===== src/rtl/fetch_ctrl_pkg.sv =====
// Shared fetch-stage definitions: word width, reset fetch address and FSM encoding.
// PC_BASE_ADDR is the single source for the PC register reset value as well.
package fetch_ctrl_pkg;

    localparam int                    WORD_WIDTH   = 32;
    localparam logic [WORD_WIDTH-1:0] PC_BASE_ADDR = 32'h0000_3000;
    localparam logic [WORD_WIDTH-1:0] FETCH_STRIDE = 32'd4;

    typedef enum logic [1:0] {
        S_IDLE = 2'd0,
        S_REQ  = 2'd1,
        S_WAIT = 2'd2,
        S_HOLD = 2'd3
    } fetch_state_e;

    function automatic logic [WORD_WIDTH-1:0] seq_pc(input logic [WORD_WIDTH-1:0] pc);
        return pc + FETCH_STRIDE;
    endfunction

endpackage


===== src/rtl/fetch_ctrl_if.sv =====
// Instruction-memory request/grant/response bus between the fetch sequencer and imem.
// At most one transaction is in flight; req/addr stay stable until gnt.
interface fetch_ctrl_if #(
    parameter int WORD_W = fetch_ctrl_pkg::WORD_WIDTH
);
    logic              req;
    logic [WORD_W-1:0] addr;
    logic              gnt;
    logic              rvalid;
    logic [WORD_W-1:0] rdata;

    modport master (output req, output addr, input gnt, input rvalid, input rdata);
    modport slave  (input req, input addr, output gnt, output rvalid, output rdata);
endinterface


===== src/rtl/fetch_ctrl_redirect_latch.sv =====
// Holds one pending redirect target; an exception always wins over a branch.
// The bypass outputs expose the redirect that would be applied this very cycle.
module fetch_ctrl_redirect_latch
    import fetch_ctrl_pkg::*;
#(
    parameter int WORD_W = WORD_WIDTH
) (
    input  logic              clk,
    input  logic              rst,
    input  logic              exc_valid_i,
    input  logic [WORD_W-1:0] exc_vector_i,
    input  logic              br_taken_i,
    input  logic [WORD_W-1:0] br_target_i,
    input  logic              apply_i,
    output logic              byp_valid_o,
    output logic [WORD_W-1:0] byp_tgt_o
);

    logic              pend_v_q, pend_v_d;
    logic [WORD_W-1:0] pend_tgt_q, pend_tgt_d;

    always_comb begin
        byp_valid_o = pend_v_q || exc_valid_i || br_taken_i;
        if (exc_valid_i)
            byp_tgt_o = exc_vector_i;
        else if (pend_v_q)
            byp_tgt_o = pend_tgt_q;
        else
            byp_tgt_o = br_target_i;

        pend_v_d   = pend_v_q;
        pend_tgt_d = pend_tgt_q;
        if (exc_valid_i) begin
            pend_v_d   = 1'b1;
            pend_tgt_d = exc_vector_i;
        end else if (br_taken_i && !pend_v_q) begin
            pend_v_d   = 1'b1;
            pend_tgt_d = br_target_i;
        end
        // A same-cycle capture is consumed by the apply through the bypass.
        if (apply_i)
            pend_v_d = 1'b0;
    end

    always_ff @(posedge clk) begin
        if (rst) begin
            pend_v_q   <= 1'b0;
            pend_tgt_q <= '0;
        end else begin
            pend_v_q   <= pend_v_d;
            pend_tgt_q <= pend_tgt_d;
        end
    end

endmodule


===== src/rtl/fetch_ctrl.sv =====
// Fetch-stage sequencer: drives npc/stallF, runs the imem handshake, buffers one
// instruction across load-use stalls and applies branch/exception redirects.
module fetch_ctrl
    import fetch_ctrl_pkg::*;
#(
    parameter int                WORD_W  = WORD_WIDTH,
    parameter logic [WORD_W-1:0] PC_BASE = PC_BASE_ADDR
) (
    input  logic              clk,
    input  logic              rst,
    input  logic [WORD_W-1:0] pc_i,
    output logic [WORD_W-1:0] npc_o,
    output logic              stallF_o,
    input  logic              hazard_stall_i,
    input  logic              br_taken_i,
    input  logic [WORD_W-1:0] br_target_i,
    input  logic              exc_valid_i,
    input  logic [WORD_W-1:0] exc_vector_i,
    fetch_ctrl_if.master      imem,
    output logic [WORD_W-1:0] instr_o,
    output logic              instr_valid_o,
    output logic              flushD_o
);

    fetch_state_e      state_q;
    logic              req_q;
    logic [WORD_W-1:0] instr_q;
    logic              ivalid_q;
    logic [WORD_W-1:0] skid_q;

    logic              byp_v;
    logic [WORD_W-1:0] byp_tgt;
    logic              rsp, may_apply, apply;
    logic              deliver_mem, deliver_buf, to_skid;

    fetch_ctrl_redirect_latch #(.WORD_W(WORD_W)) u_redirect (
        .clk          (clk),
        .rst          (rst),
        .exc_valid_i  (exc_valid_i),
        .exc_vector_i (exc_vector_i),
        .br_taken_i   (br_taken_i),
        .br_target_i  (br_target_i),
        .apply_i      (apply),
        .byp_valid_o  (byp_v),
        .byp_tgt_o    (byp_tgt)
    );

    // No transaction is outstanding in IDLE, HOLD, or WAIT on its response cycle.
    always_comb begin
        rsp         = (state_q == S_WAIT) && imem.rvalid;
        may_apply   = (state_q == S_IDLE) || (state_q == S_HOLD) || rsp;
        apply       = !rst && may_apply && byp_v;
        deliver_mem = rsp && !byp_v && !hazard_stall_i;
        deliver_buf = (state_q == S_HOLD) && !byp_v && !hazard_stall_i;
        to_skid     = rsp && !byp_v && hazard_stall_i;

        npc_o    = pc_i;
        stallF_o = 1'b1;
        flushD_o = 1'b0;
        if (rst) begin
            npc_o = PC_BASE;
        end else if (apply) begin
            npc_o    = byp_tgt;
            stallF_o = 1'b0;
            flushD_o = 1'b1;
        end else if (deliver_mem || deliver_buf) begin
            npc_o    = seq_pc(pc_i);
            stallF_o = 1'b0;
        end
    end

    always_ff @(posedge clk) begin
        if (rst) begin
            state_q  <= S_IDLE;
            req_q    <= 1'b0;
            instr_q  <= '0;
            ivalid_q <= 1'b0;
        end else begin
            unique case (state_q)
                S_IDLE: begin
                    state_q <= S_REQ;
                    req_q   <= 1'b1;
                end
                S_REQ: begin
                    if (imem.gnt) begin
                        state_q <= S_WAIT;
                        req_q   <= 1'b0;
                    end
                end
                S_WAIT: begin
                    if (to_skid) begin
                        state_q <= S_HOLD;
                    end else if (rsp) begin
                        state_q <= S_REQ;
                        req_q   <= 1'b1;
                    end
                end
                S_HOLD: begin
                    if (apply || deliver_buf) begin
                        state_q <= S_REQ;
                        req_q   <= 1'b1;
                    end
                end
            endcase

            // IF/ID holds its word while decode is stalled, except when flushed.
            if (apply) begin
                ivalid_q <= 1'b0;
            end else if (deliver_mem) begin
                instr_q  <= imem.rdata;
                ivalid_q <= 1'b1;
            end else if (deliver_buf) begin
                instr_q  <= skid_q;
                ivalid_q <= 1'b1;
            end else if (!hazard_stall_i) begin
                ivalid_q <= 1'b0;
            end
        end
    end

    always_ff @(posedge clk) begin
        if (to_skid)
            skid_q <= imem.rdata;
    end

    assign imem.req      = req_q;
    assign imem.addr     = pc_i;
    assign instr_o       = instr_q;
    assign instr_valid_o = ivalid_q;

endmodule


===== src/flat_wrapper.sv =====
// flat-port wrapper written by rule: the top's interface ports become plain ports
module fetch_ctrl_flat import fetch_ctrl_pkg::*;
#(
    parameter int                WORD_W  = WORD_WIDTH,
    parameter logic [WORD_W-1:0] PC_BASE = PC_BASE_ADDR
)
  (clk, rst, pc_i, npc_o, stallF_o, hazard_stall_i, br_taken_i, br_target_i, exc_valid_i, exc_vector_i, instr_o, instr_valid_o, flushD_o, imem_req, imem_addr, imem_gnt, imem_rvalid, imem_rdata);
  fetch_ctrl_if #(.WORD_W(WORD_W)) imem_i ();
  input  logic clk;
  input  logic rst;
  input  logic [WORD_W-1:0] pc_i;
  output logic [WORD_W-1:0] npc_o;
  output logic stallF_o;
  input  logic hazard_stall_i;
  input  logic br_taken_i;
  input  logic [WORD_W-1:0] br_target_i;
  input  logic exc_valid_i;
  input  logic [WORD_W-1:0] exc_vector_i;
  output logic [WORD_W-1:0] instr_o;
  output logic instr_valid_o;
  output logic flushD_o;
  output wire logic [$bits(imem_i.req)-1:0] imem_req;
  output wire logic [$bits(imem_i.addr)-1:0] imem_addr;
  input wire logic [$bits(imem_i.gnt)-1:0] imem_gnt;
  input wire logic [$bits(imem_i.rvalid)-1:0] imem_rvalid;
  input wire logic [$bits(imem_i.rdata)-1:0] imem_rdata;
  assign imem_req = imem_i.req;
  assign imem_addr = imem_i.addr;
  assign imem_i.gnt = imem_gnt;
  assign imem_i.rvalid = imem_rvalid;
  assign imem_i.rdata = imem_rdata;
  fetch_ctrl #(.WORD_W(WORD_W), .PC_BASE(PC_BASE)) u_core (.clk(clk), .rst(rst), .pc_i(pc_i), .npc_o(npc_o), .stallF_o(stallF_o), .hazard_stall_i(hazard_stall_i), .br_taken_i(br_taken_i), .br_target_i(br_target_i), .exc_valid_i(exc_valid_i), .exc_vector_i(exc_vector_i), .imem(imem_i), .instr_o(instr_o), .instr_valid_o(instr_valid_o), .flushD_o(flushD_o));
endmodule

===== config.mk =====
export PLATFORM = sky130hd
export DESIGN_NAME = fetch_ctrl_flat
export DESIGN_NICKNAME = d
export VERILOG_FILES = /design/src/rtl/fetch_ctrl_pkg.sv /design/src/rtl/fetch_ctrl_if.sv /design/src/rtl/fetch_ctrl_redirect_latch.sv /design/src/rtl/fetch_ctrl.sv /design/src/flat_wrapper.sv
export SDC_FILE = /design/constraint.sdc
export NUM_CORES = 1
export LEC_CHECK = 0
export CORE_MARGIN = 2
export CORE_UTILIZATION = 35
export CTS_BUF_LIST = sky130_fd_sc_hd__clkbuf_16
export DETAILED_ROUTE_END_ITERATION = 10
export PLACE_DENSITY = 0.64
export SYNTH_ARGS = -nofsm -noshare
export SYNTH_HDL_FRONTEND = slang
export SYNTH_SLANG_ARGS = --single-unit

===== constraint.sdc =====
create_clock -name clk -period 3.87 [get_ports clk]
set_clock_uncertainty 0.2 [all_clocks]
set_input_delay 0.774 -clock clk [delete_from_list [all_inputs] [get_ports clk]]
set_output_delay 0.774 -clock clk [all_outputs]
set_load 0.03 [all_outputs]

Word level (Yosys, flattened, before mapping)
Cells that the tools add are included.
{ "word_totals": {"output_inout_bits": 100, "register_bits": 101, "in_bits": 135, "elab_cells": 73} }
{ "classes": {"n_eq_ne": 9, "n_bitwise": 1, "n_addsub": 1, "muxes": 29, "reduce_logical": 26} }
{ "ops": {"columns": ["op", "n"], "rows": [
  ["32-bit two-way mux", 9],
  ["32-bit by 3-bit adder with 32-bit output, second input constant", 1],
  ["1-bit two-way mux", 14],
  ["1-bit logical AND", 9],
  ["2-bit two-way mux", 4],
  ["2-bit one-hot mux with 4 select lines", 1],
  ["1-bit logical OR", 6],
  ["2-bit != test, second input constant", 3],
  ["3-bit by 1-bit != test with 1-bit output, second input constant", 2],
  ["2-bit == test, second input constant", 2],
  ["1-bit logical NOT", 4],
  ["1-bit one-hot mux with 4 select lines", 1],
  ["4-bit AND reduction", 1],
  ["2-bit nonzero test", 2],
  ["3-bit AND reduction", 1],
  ["2-bit by 1-bit == test with 1-bit output, second input constant", 1],
  ["2-bit logical NOT", 1],
  ["2-bit by 1-bit != test with 1-bit output, second input constant", 1],
  ["2-bit AND reduction", 1],
  ["2-bit OR reduction", 1],
  ["1-bit NOT", 1]
]} }

Depth between registers and ports, before layout
Gate-level depths: netlist (run 1).
{ "logic_depth": {"word_depth": 9, "depth_mapped": 10, "ltp_nobuf": 8} }

By module
A second synthesis (run 1) with hierarchy kept.
{ "unflattened": {"cells_unflattened": 696, "hier_area_um2": 6408.6} }
{ "by_module_without_submodules": {"columns": ["module", "area_each_um2", "cells_each", "instances", "seq_area_each_um2"], "rows": [
  ["fetch_ctrl", 3911.3, 403, 1, 1681.6],
  ["fetch_ctrl_redirect_latch", 2497.4, 293, 1, 660.6]
]} }

Worst setup path after synthesis (run 1)
No wires, ideal clock.
{ "synth_path": {"path_kind": "input port to output port", "start": "input imem_rvalid", "end": "output npc_o[13]", "t_arrival_ps": 2893, "required_ps": 2896, "path_buffers": 2, "setup_slack_ps": 3, "stages": 5, "path_cell_list": "clkbuf_1 -> a21oi_1 -> nor2_1 -> clkbuf_1 -> o311ai_0"} }
{ "synth_via": {"elab_chain_cells": 7, "word_cells_on_any_way": 10, "classes_between": "mux: 3; reduce/logical: 7"} }
{ "synth_rtl": {"columns": ["item", "line", "text"], "rows": [
  ["from (decl)", "flat_wrapper.sv:25", "input wire logic [$bits(imem_i.rvalid)-1:0] imem_rvalid;"],
  ["1-bit logical AND *", "fetch_ctrl.sv:50", "rsp = (state_q == S_WAIT) && imem.rvalid;"],
  ["1-bit logical AND (2 in a row)", "fetch_ctrl.sv:53", "deliver_mem = rsp && !byp_v && !hazard_stall_i;"],
  ["1-bit logical OR", "fetch_ctrl.sv:66", "end else if (deliver_mem || deliver_buf) begin"],
  ["32-bit two-way mux", "fetch_ctrl.sv:66", null],
  ["32-bit two-way mux *", "fetch_ctrl.sv:62", "end else if (apply) begin"],
  ["32-bit two-way mux *", "fetch_ctrl.sv:60", "if (rst) begin"],
  ["to (decl)", "flat_wrapper.sv:12", "output logic [WORD_W-1:0] npc_o;"]
]} }
Mark *: on every way between the ends. The rest lies on a longest branch, timed or not.

Worst setup path in the final report (run 1)
{ "layout_path": {"start": "input pc_i[2]", "end": "output npc_o[23]"} }
{ "layout_via": {"elab_chain_cells": 4} }
{ "layout_rtl": {"columns": ["item", "line", "text"], "rows": [
  ["from (decl)", "flat_wrapper.sv:11", "input logic [WORD_W-1:0] pc_i;"],
  ["32-bit by 3-bit adder with 32-bit output", "fetch_ctrl_pkg.sv:17", "return pc + FETCH_STRIDE;"],
  ["32-bit two-way mux", "fetch_ctrl.sv:66", null],
  ["32-bit two-way mux", "fetch_ctrl.sv:62", null],
  ["32-bit two-way mux", "fetch_ctrl.sv:60", null]
]} }
No other way between the ends.

==> results of run 1 <==
## final timing paths
| kind | depth (start not counted) | endpoint | from |
|---|---|---|---|
| worst min register to register | 2 | u_core.instr_o[9]$_SDFFE_PP0P_ | u_core.instr_o[9]$_SDFFE_PP0P_ |
| worst min-delay path | 2 | u_core.instr_o[9]$_SDFFE_PP0P_ | u_core.instr_o[9]$_SDFFE_PP0P_ |
| worst max-delay path | 9 | npc_o[23] | pc_i[2] |
| worst max register to register | 8 | u_core.instr_o[21]$_SDFFE_PP0P_ | u_core.u_redirect.pend_v_q$_SDFFE_PP0P_ |
## power by group through the flow
stage	Clock (mW)	Sequential [mW]	Combinational, mW
after floorplan	0	1.18	0.582
after global routing	1.06	1.16	1.21
after CTS	1.02	1.15	1.13
after detailed placement	0	1.18	1.12
after global placement	0	1.18	1.12
final	0.997	1.15	1.14
## area by class of cell
class                      instances  share of cell area
clock inverter                     7              0.0103
clock buffer                       9              0.0233
multi-input combinational        524               0.363
sequential                       101               0.242
timing repair buffer             337               0.325
tap                              229              0.0296
inverter                          17             0.00660
antenna                            3            0.000776
## layout by cell type, fill, tap and decap left out, drive strengths merged, types with 4 or more instances in the layout
master / Yosys / layout
nand4: 11 / 11
nor2: 73 / 73
a311oi: 47 / 47
or2: 5 / 5
a21oi: 29 / 29
clkinv: 1 / 4
mux2i: 51 / 51
o311ai: 6 / 6
nand3: 45 / 45
or4: 6 / 6
clkdlybuf4s15: 0 / 4
mux2: 13 / 13
dlygate4sd2: 0 / 17
xnor2: 4 / 4
o311a: 10 / 10
nand2: 76 / 76
clkbuf: 51 / 11
a211oi: 28 / 28
dlymetal6s2s: 0 / 5
nor4: 11 / 11
dfxtp: 69 / 69
inv: 16 / 19
o21ai: 25 / 25
o41ai: 4 / 4
edfxtp: 32 / 32
o31a: 4 / 4
ha: 4 / 4
clkdlybuf4s50: 0 / 176
nand2b: 12 / 12
o211ai: 8 / 8
or3: 5 / 5
nor3: 8 / 8
o31ai: 4 / 4
buf: 44 / 133
## per-layer routing
metal	vias to the layer above	part of all wire	GRT usage
met4	0	0.029	0.0892
met5	-	0	0
li1	3264	-	-
met3	37	0.063	0.0398
met1	3186	0.45	0.318
met2	258	0.46	0.355
## timing repair
| item | 4_1_cts | 5_1_grt |
|---|---|---|
| resized for setup | 37 | 15 |
| setup endpoints to repair | 23 | 15 |
| pin swaps | 5 | 6 |
| setup buffers | 8 | 4 |
## cell families after synthesis
kind of cell    synth area share
simple gates               0.201
flops                      0.370
compound gates             0.219
fa+ha+maj                0.00791
mux                        0.104
xor+xnor                 0.00969
buf+inv                   0.0884
## critical path, delay by kind of cell
family	cells	cell delay, ps
buf+inv	5	1150
compound gates	2	510
simple gates	2	400
## flip-flops by register name, summed over array words and instances, names as in the netlist
signal	flops
u_core.skid_q	32
u_core.imem.req	1
u_core.instr_valid_o	1
u_core.u_redirect.pend_v_q	1
u_core.state_q	2
u_core.u_redirect.pend_tgt_q	32
u_core.instr_o	32
## per-stage QoR
stage / instances / setup WS, ps / cell area [sq um] / power, mW
global placement: 1196 / -424 / 9190 / 2.30
global route: 1226 / -14.9 / 9670 / 3.43
CTS: 1220 / -3.80 / 9610 / 3.30
detailed placement: 1196 / -430 / 9190 / 2.30
floorplan: 737 / 3.40 / 6330 / 1.76
finish: 1227 / 48.8 / 9680 / 3.29
==> impl_metrics.tcl, run 1 <==
set metrics [dict create \
    grt_first_pass_wirelength_mm 35.3 \
    clock_latency_ps 360 \
    swShare 0.336 \
    max-cap-violations 0 \
    root_buffer "clkbuf_16" \
    yosys_most_used_dff "dfxtp_1" \
    fin_crit_ps 3820 \
    pwr-share-seq 0.351 \
    status "completed" \
    antenna_found_initial 3 \
    grt_pass1_vias 6333 \
    nets 1129 \
    clk_pin_slew_ps 70 \
    die_area_sq_mm 0.0192 \
    core_area_sq_mm 0.0178 \
    ys_seq_area_frac 0.370 \
    floorplan.initialDensity 0.355 \
    worstHoldPathType "reg -> reg" \
    yosysUniqueCellTypes 60 \
    via_per_inst 5.50 \
    yosys.area.top_type_share 0.218 \
    setup_viol 0 \
    syn-num-nets 876 \
    gp_congestion 0.870 \
    fin_util 0.542 \
    area_growth_pct 52.9 \
    clockBufferDepth 2 \
    die_w_um 138 \
    timing.max_slew.rel_slack 0.575 \
    pwr_density_cell_mw_per_mm2 340 \
    final_antenna_net_count 0 \
    cp_max_fo 7 \
    hpwlAfterDp_mm 16.3 \
    path_class "in -> out" \
    switchingPower_mw 1.11 \
    row_count 49 \
    syn_inst 737 \
    drive_gt1_frac 0.195 \
    async_flop_share 0 \
    synthTopCellsByArea "dfxtp_1 (22%), edfxtp_1 (15%), mux2i_1 (8.1%), a311oi_1 (6.5%), nand2_1 (4.4%)" \
    worstPathArrival_ps 2850 \
    rsz0062_at_grt "yes" \
    critPathLaunchType "input port" \
    cpMaxStageDelayCell "clkdlybuf4s50_1" \
    hold_buffers 0 \
    cts_buffers 9 \
    vias 6745 \
    num-fill-cells 1648 \
    p_leak_nw 3.65 \
    synth_top_area_cell "dfxtp_1" \
    synth_most_common_cell "nand2_1" \
    drt-pass1-iter-count 5 \
    worst_slew_pin_slew_ps 638 \
    max_freq_ghz 0.262 \
    drc 0 \
    maxSlewViolCount 0 \
    clock-sinks 101 \
    p_comb_frac 0.346 \
    grt_max_degree 65 \
    portBuffers 234 \
    synth-seq-cells 101 \
    vdd_ir_drop_max_v 0.000210 \
    setup_tns_ps 0 \
    io_pins 235 \
    clockPowerShare 0.303 \
    syn_area_sq_mm 0.00633 \
    cpMostUsedCell "buf_4" \
    hold_viol 0 \
    htree_levels 3 \
    yosys_warnings 0 \
    cpPeakStageDelay_ps 500 \
    intPower_mw 2.18 \
    path_cells "clkdlybuf4s50_1 > buf_4 > and4_4 > nand4_1 > buf_4 > buf_4 > o31a_1 > o31a_1 > buf_4" \
    required_ps 2900 \
    cts_tree "built" \
    period_share 0.987 \
    multi_input_area_sq_mm 0.00351 \
    hold_ws_ps 283 \
    synth_edf_count 32 \
    end_kind "output port" \
    r2r_setup_slack_ps 1420 \
    die_height_um 138 \
    avgRoutedWirePerCell_um 18.5 \
    gr-total-overflow 0 \
    track_usage 0.229 \
    netlist_top_cells_count "nand2_1 (75), nor2_1 (73), dfxtp_1 (69)" \
    regArea_sq_mm 0.00234 \
    avgSynthCellArea_sq_um 8.59 \
    first_iter_violations 478 \
    drt_wl_total_mm 22.6 \
]
No activity file was read; power rests on OpenSTA's default activity.
==> run 2, diff against run 1 <==
Settings changed: ABC_AREA from default to 1, CAP_MARGIN from default to 5.
==> run 2 against run 1 <==
Effect of this change: non-clock buffer count shrank 38; critical path type unchanged; synthesized area fell by 4.3%; register-to-register slack worse by 410 ps; first-iteration DRC count increased by 6.7%; critical endpoint is now npc_o[22]; cell count rose by 7.2%; total power up 13%; maximum frequency is 1.3% higher.
==> impl_metrics.tcl, run 2 <==
set metrics [dict create \
    status "completed" \
    drc 0 \
    finalWorstSetupSlack_ps 97.8 \
    cp_max_fo 4 \
    cpPeakStageDelay_ps 500 \
    synth_edf_count 32 \
    pwr_density_cell_mw_per_mm2 408 \
    avgRoutedWirePerCell_um 16.4 \
    die_w_um 136 \
    track_usage 0.231 \
    vdd_ir_drop_max_v 0.000307 \
    first_iter_violations 510 \
    async_flop_share 0 \
    synthTopCellsByArea "dfxtp_1 (23%), edfxtp_1 (16%), nand2_1 (11%), o21ai_0 (11%), a31oi_1 (8.3%)" \
    period_share 0.975 \
    power.total_mw 3.70 \
    cts_buffers 9 \
    synth_most_common_cell "nand2_1" \
    place_ws_ps -193 \
    maxSlewViolCount 0 \
    place_area_sq_mm 0.00874 \
    portBuffers 234 \
    vias 6847 \
    cts_tree "built" \
    yosys_most_used_dff "dfxtp_1" \
    gr-total-overflow 0 \
    critPathTopFamily "buffers and inverters" \
    hold_buffers 0 \
    cpMaxStageDelayCell "clkdlybuf4s50_1" \
    grt_max_degree 60 \
    clockBufferDepth 2 \
    clk_pin_slew_ps 70 \
    area_growth_pct 49.8 \
    final_antenna_net_count 0 \
    floorplan.initialDensity 0.354 \
    cpMostUsedCell "nand2_1" \
    postCtsSetupBuffers 0 \
    yosys.area.top_type_share 0.228 \
    timing.max_slew.rel_slack 0.474 \
    clock_latency_ps 360 \
    hold_viol 0 \
    path_cells "clkdlybuf4s50_1 > ha_1 > nand2_1 > nor2_4 > nand2_1 > nor2_2 > nand2_1 > o21bai_1 > nand3_1 > nand2_1 > inv_1 > dlygate4sd2_1" \
    yosys_warnings 0 \
    nets 1223 \
    netlist_top_cells_count "nand2_1 (180), o21ai_0 (129), a31oi_1 (80)" \
    syn-num-nets 1005 \
    avgSynthCellArea_sq_um 6.99 \
    root_buffer "clkbuf_16" \
    row_count 48 \
    die_height_um 136 \
    antenna_found_initial 1 \
    layout_commonest_cell "clkdlybuf4s50_1" \
    hpwlAfterDp_mm 15.8 \
    fin_cells 1315 \
    grt_first_pass_wirelength_mm 33.2 \
    io_pins 235 \
    syn_area_sq_mm 0.00606 \
    drt_wl_total_mm 21.6 \
    htree_levels 3 \
    max-cap-violations 0 \
    die_area_sq_mm 0.0184 \
    setup_viol 0 \
    syn_inst 866 \
    ys_seq_area_frac 0.387 \
    p_leak_nw 3.72 \
    drive_gt1_frac 0.120 \
    core_area_sq_mm 0.0171 \
    path_buf_inv 3 \
    path_class "in -> out" \
    fin_util 0.530 \
    yosysUniqueCellTypes 34 \
    synth-seq-cells 101 \
    fin_area_sq_mm 0.00907 \
    fin_crit_ps 3770 \
    critPathLaunchType "input port" \
    gp_congestion 0.860 \
    hold_ws_ps 279 \
    grt_pass1_vias 6139 \
    setup_tns_ps 0 \
    required_ps 2900 \
    worstPathArrival_ps 2800 \
    via_per_inst 5.21 \
    end_kind "output port" \
    clock-sinks 101 \
    post-place-cells 1298 \
    max_freq_ghz 0.265 \
    worst_slew_pin_slew_ps 786 \
    synth_top_area_cell "dfxtp_1" \
    final_cell_mix "clkdlybuf4s50_1 (199), nand2_1 (180), o21ai_0 (129), buf_4 (83), a31oi_1 (80)" \
    worstHoldPathType "reg -> reg" \
    drt-pass1-iter-count 5 \
]
-- run 2: layout make-up --
type / count / area (sq um)
fill: 1682 / 8040
antenna: 1 / 2.50
multi-input combinational: 609 / 3020
inverter: 64 / 240
clock inverter: 7 / 85.1
timing repair buffer: 299 / 2880
tap: 225 / 282
sequential: 101 / 2340
clock buffer: 9 / 225
-- run 2: what timing repair did --
item | 4_1_cts | 5_1_grt
gates resized for setup | 4 | 17
endpoints found under the setup margin | 4 | 14
cloned | 0 | 0
-- run 2: power by group --
group,internal (mW),switching [mW]
Clock,0.465,0.489
Combinational,0.615,0.937
Sequential,1.16,0.0373
-- run 2: cell families (layout without fill, tap and decap cells) --
logic type / after synthesis / in the layout / share of synthesized area
simple gates: 356 / 356 / 0.249
other cells: 0 / 1 / 0
buf+inv: 156 / 379 / 0.122
fa+ha+maj: 4 / 4 / 0.00826
flops: 101 / 101 / 0.387
compound gates: 244 / 244 / 0.227
xor+xnor: 5 / 5 / 0.00723
-- run 2: final timing paths --
kind / start / endpoint / slack [ps] / depth (start not counted)
setup / recovery: pc_i[3] / npc_o[22] / 100 / 12
hold / removal: u_core.imem.req$_SDFFE_PP0P_ / u_core.imem.req$_SDFFE_PP0P_ / 280 / 2
setup reg to reg: u_core.u_redirect.pend_v_q$_SDFFE_PP0P_ / u_core.u_redirect.pend_tgt_q[31]$_SDFFE_PP0P_ / 1010 / 7
hold reg to reg: u_core.imem.req$_SDFFE_PP0P_ / u_core.imem.req$_SDFFE_PP0P_ / 280 / 2
-- run 2: per-layer routing --
layer / wire length [um] / part of all wire / vias up / track usage
met5: 0 / 0 / - / 0
met2: 10100 / 0.47 / 271 / 0.366
li1: - / - / 3388 / -
met3: 1510 / 0.070 / 42 / 0.0370
met1: 9390 / 0.43 / 3146 / 0.316
met4: 660 / 0.031 / 0 / 0.0845
-- run 2: worst reg2reg max path: cells and delay by family, from the launching register on --
family                 cells  cell delay, ps
flip-flops                 1             430
AO/OA/AOI/OAI              2             250
buffers and inverters      3            1300
AND/OR/NAND/NOR            2             540
==> run 3, diff against run 2 <==
Settings changed: CORE_UTILIZATION 35 to 30, PLACE_DENSITY 0.64 to 0.57.
==> run 3 against run 2 <==
Effect of this change: first-iteration DRC count is 20% lower; critical path type unchanged; die area is 16% higher; total power is 2.2% lower; worst setup slack better by 84 ps; critical endpoint is now npc_o[16]; sequential share of layout area is 0.72 points higher; count of clock-buffer cells in the layout stayed put; hold slack hardly changed; combinational power is 3% lower; routed wire length is 1.5% higher.
==> impl_metrics.tcl, run 3 (same netlist as run 2, synthesis figures left out) <==
set metrics [dict create \
    status "completed" \
    place_ws_ps 26.0 \
    max-cap-violations 0 \
    max_freq_ghz 0.271 \
    fin_crit_ps 3690 \
    die_height_um 146 \
    gp_congestion 0.810 \
    vias 6618 \
    first_iter_violations 408 \
    period_share 0.953 \
    hold_ws_ps 279 \
    row_count 51 \
    startpoint "pc_i[3]" \
    via_per_inst 4.98 \
    timing.max_slew.rel_slack 0.555 \
    setup.worst_path.end "npc_o[16]" \
    r2r_setup_slack_ps 1270 \
    place_area_sq_mm 0.00850 \
    portBuffers 234 \
    grtUsageMet3 0.0325 \
    cp_max_fo 4 \
    maxSlewViolCount 0 \
    fin_util 0.449 \
    finalWorstSetupSlack_ps 182 \
    rr_startpoint "u_core.u_redirect.pend_v_q$_SDFFE_PP0P_" \
    worstHoldPathType "reg -> reg" \
    htree_levels 3 \
    die_w_um 146 \
    r2r_end "u_core.u_redirect.pend_tgt_q[11]$_SDFFE_PP0P_" \
    floorplan.initialDensity 0.308 \
    setup_tns_ps 0 \
    hold_viol 0 \
    hpwlAfterDp_mm 15.9 \
    vdd_ir_drop_max_v 0.000272 \
    clock-sinks 101 \
    p_leak_nw 3.57 \
    num-fill-cells 2056 \
    critPathLaunchType "input port" \
    grt_pass1_vias 6112 \
    antenna_found_initial 1 \
    drc 0 \
    core_area_sq_mm 0.0197 \
    end_kind "output port" \
    grt_first_pass_wirelength_mm 33.7 \
    clk_pin_slew_ps 70 \
    worst_slew_pin_slew_ps 665 \
    rsz0062_at_grt "no" \
    gr-total-overflow 0 \
    final_cell_mix "clkdlybuf4s50_1 (198), nand2_1 (178), o21ai_0 (129), a31oi_1 (80), nor2_1 (76)" \
    path_class "in -> out" \
    drt_wl_total_mm 21.9 \
    cts_buffers 9 \
    cts_tree "built" \
    fin_area_sq_mm 0.00883 \
    hold_buffers 0 \
    final_antenna_net_count 0 \
    drt-pass1-iter-count 5 \
    top_usage_layer "met2" \
    setup_viol 0 \
    grt_use_met2 0.303 \
    die_area_sq_mm 0.0213 \
    worstPathArrival_ps 2710 \
    drive_gt1_frac 0.0951 \
    nets 1196 \
    area_growth_pct 45.7 \
    reg2reg_depth 8 \
    grt_max_degree 65 \
    root_buffer "clkbuf_16" \
    clock_latency_ps 360 \
    track_usage 0.198 \
    layout_commonest_cell "clkdlybuf4s50_1" \
    required_ps 2900 \
    io_pins 235 \
    grt_use_met1 0.288 \
    clockBufferDepth 2 \
    pwr_density_cell_mw_per_mm2 411 \
    avgRoutedWirePerCell_um 16.5 \
]
-- run 3: cell types whose count changed in the layout (fill, tap and decap cells not counted), moves of 3 or more --
cell and delta:
buf_4 -17, buf_12 -5, clkbuf_2 -3, nor2_1 +3
-- run 3: final cells by class --
class | count | area, sq um | area share
Clock inverter | 7 | 68.8 | 0.00780
Tap cell | 265 | 332 | 0.0376
Inverter | 64 | 240 | 0.0272
Multi-Input combinational cell | 609 | 3000 | 0.340
Antenna cell | 1 | 2.50 | 0.000284
Timing Repair Buffer | 272 | 2620 | 0.296
Clock buffer | 9 | 225 | 0.0255
Sequential cell | 101 | 2340 | 0.265
-- run 3: routing by layer --
layer | share of wire | vias up
li1 | - | 3327
met1 | 0.47 | 3033
met2 | 0.45 | 235
met3 | 0.060 | 23
met4 | 0.018 | 0
met5 | 0 | -
-- run 3: through the flow --
step / total power, mW / instances
final: 3.62 / 1328
after global routing: 3.82 / 1328
after CTS: 3.65 / 1326
after detailed placement: 2.73 / 1310
after global placement: 2.73 / 1310
after floorplan: 2.07 / 866
-- run 3: report_power, final --
part           internal [mW]  switching, mW  total (mW)
clock                  0.455          0.460       0.915
sequential              1.16         0.0352        1.20
combinational          0.577          0.934        1.51
total                   2.19           1.43        3.62
-- run 3: how the worst min path moves through the flow --
stage / start / end / slack [ps] / cells past startpoint
2_1_floorplan: u_core.state_q[1]$_SDFFE_PP0P_ / u_core.state_q[1]$_SDFFE_PP0P_ / 260 / 2
3_3_place_gp: u_core.imem.req$_SDFFE_PP0P_ / u_core.imem.req$_SDFFE_PP0P_ / 260 / 2
3_5_place_dp: u_core.imem.req$_SDFFE_PP0P_ / u_core.imem.req$_SDFFE_PP0P_ / 270 / 2
4_1_cts: u_core.imem.req$_SDFFE_PP0P_ / u_core.imem.req$_SDFFE_PP0P_ / 280 / 2
5_1_grt: u_core.imem.req$_SDFFE_PP0P_ / u_core.imem.req$_SDFFE_PP0P_ / 330 / 2
6_report: u_core.imem.req$_SDFFE_PP0P_ / u_core.imem.req$_SDFFE_PP0P_ / 280 / 2
-- run 3: what timing repair did --
action	CTS	global route
gates resized for setup	0	4
setup buffers	0	1
endpoints found under the setup margin	0	11
-- run 3: critical path: stages --
cell             delay [ps]
clkdlybuf4s50_1         540
ha_1                    190
nand2_1                  90
nor2_2                  160
nand2_2                 110
nor2_4                  180
nand2_1                 110
xor2_1                  170
a21oi_1                 190
buf_4                   190
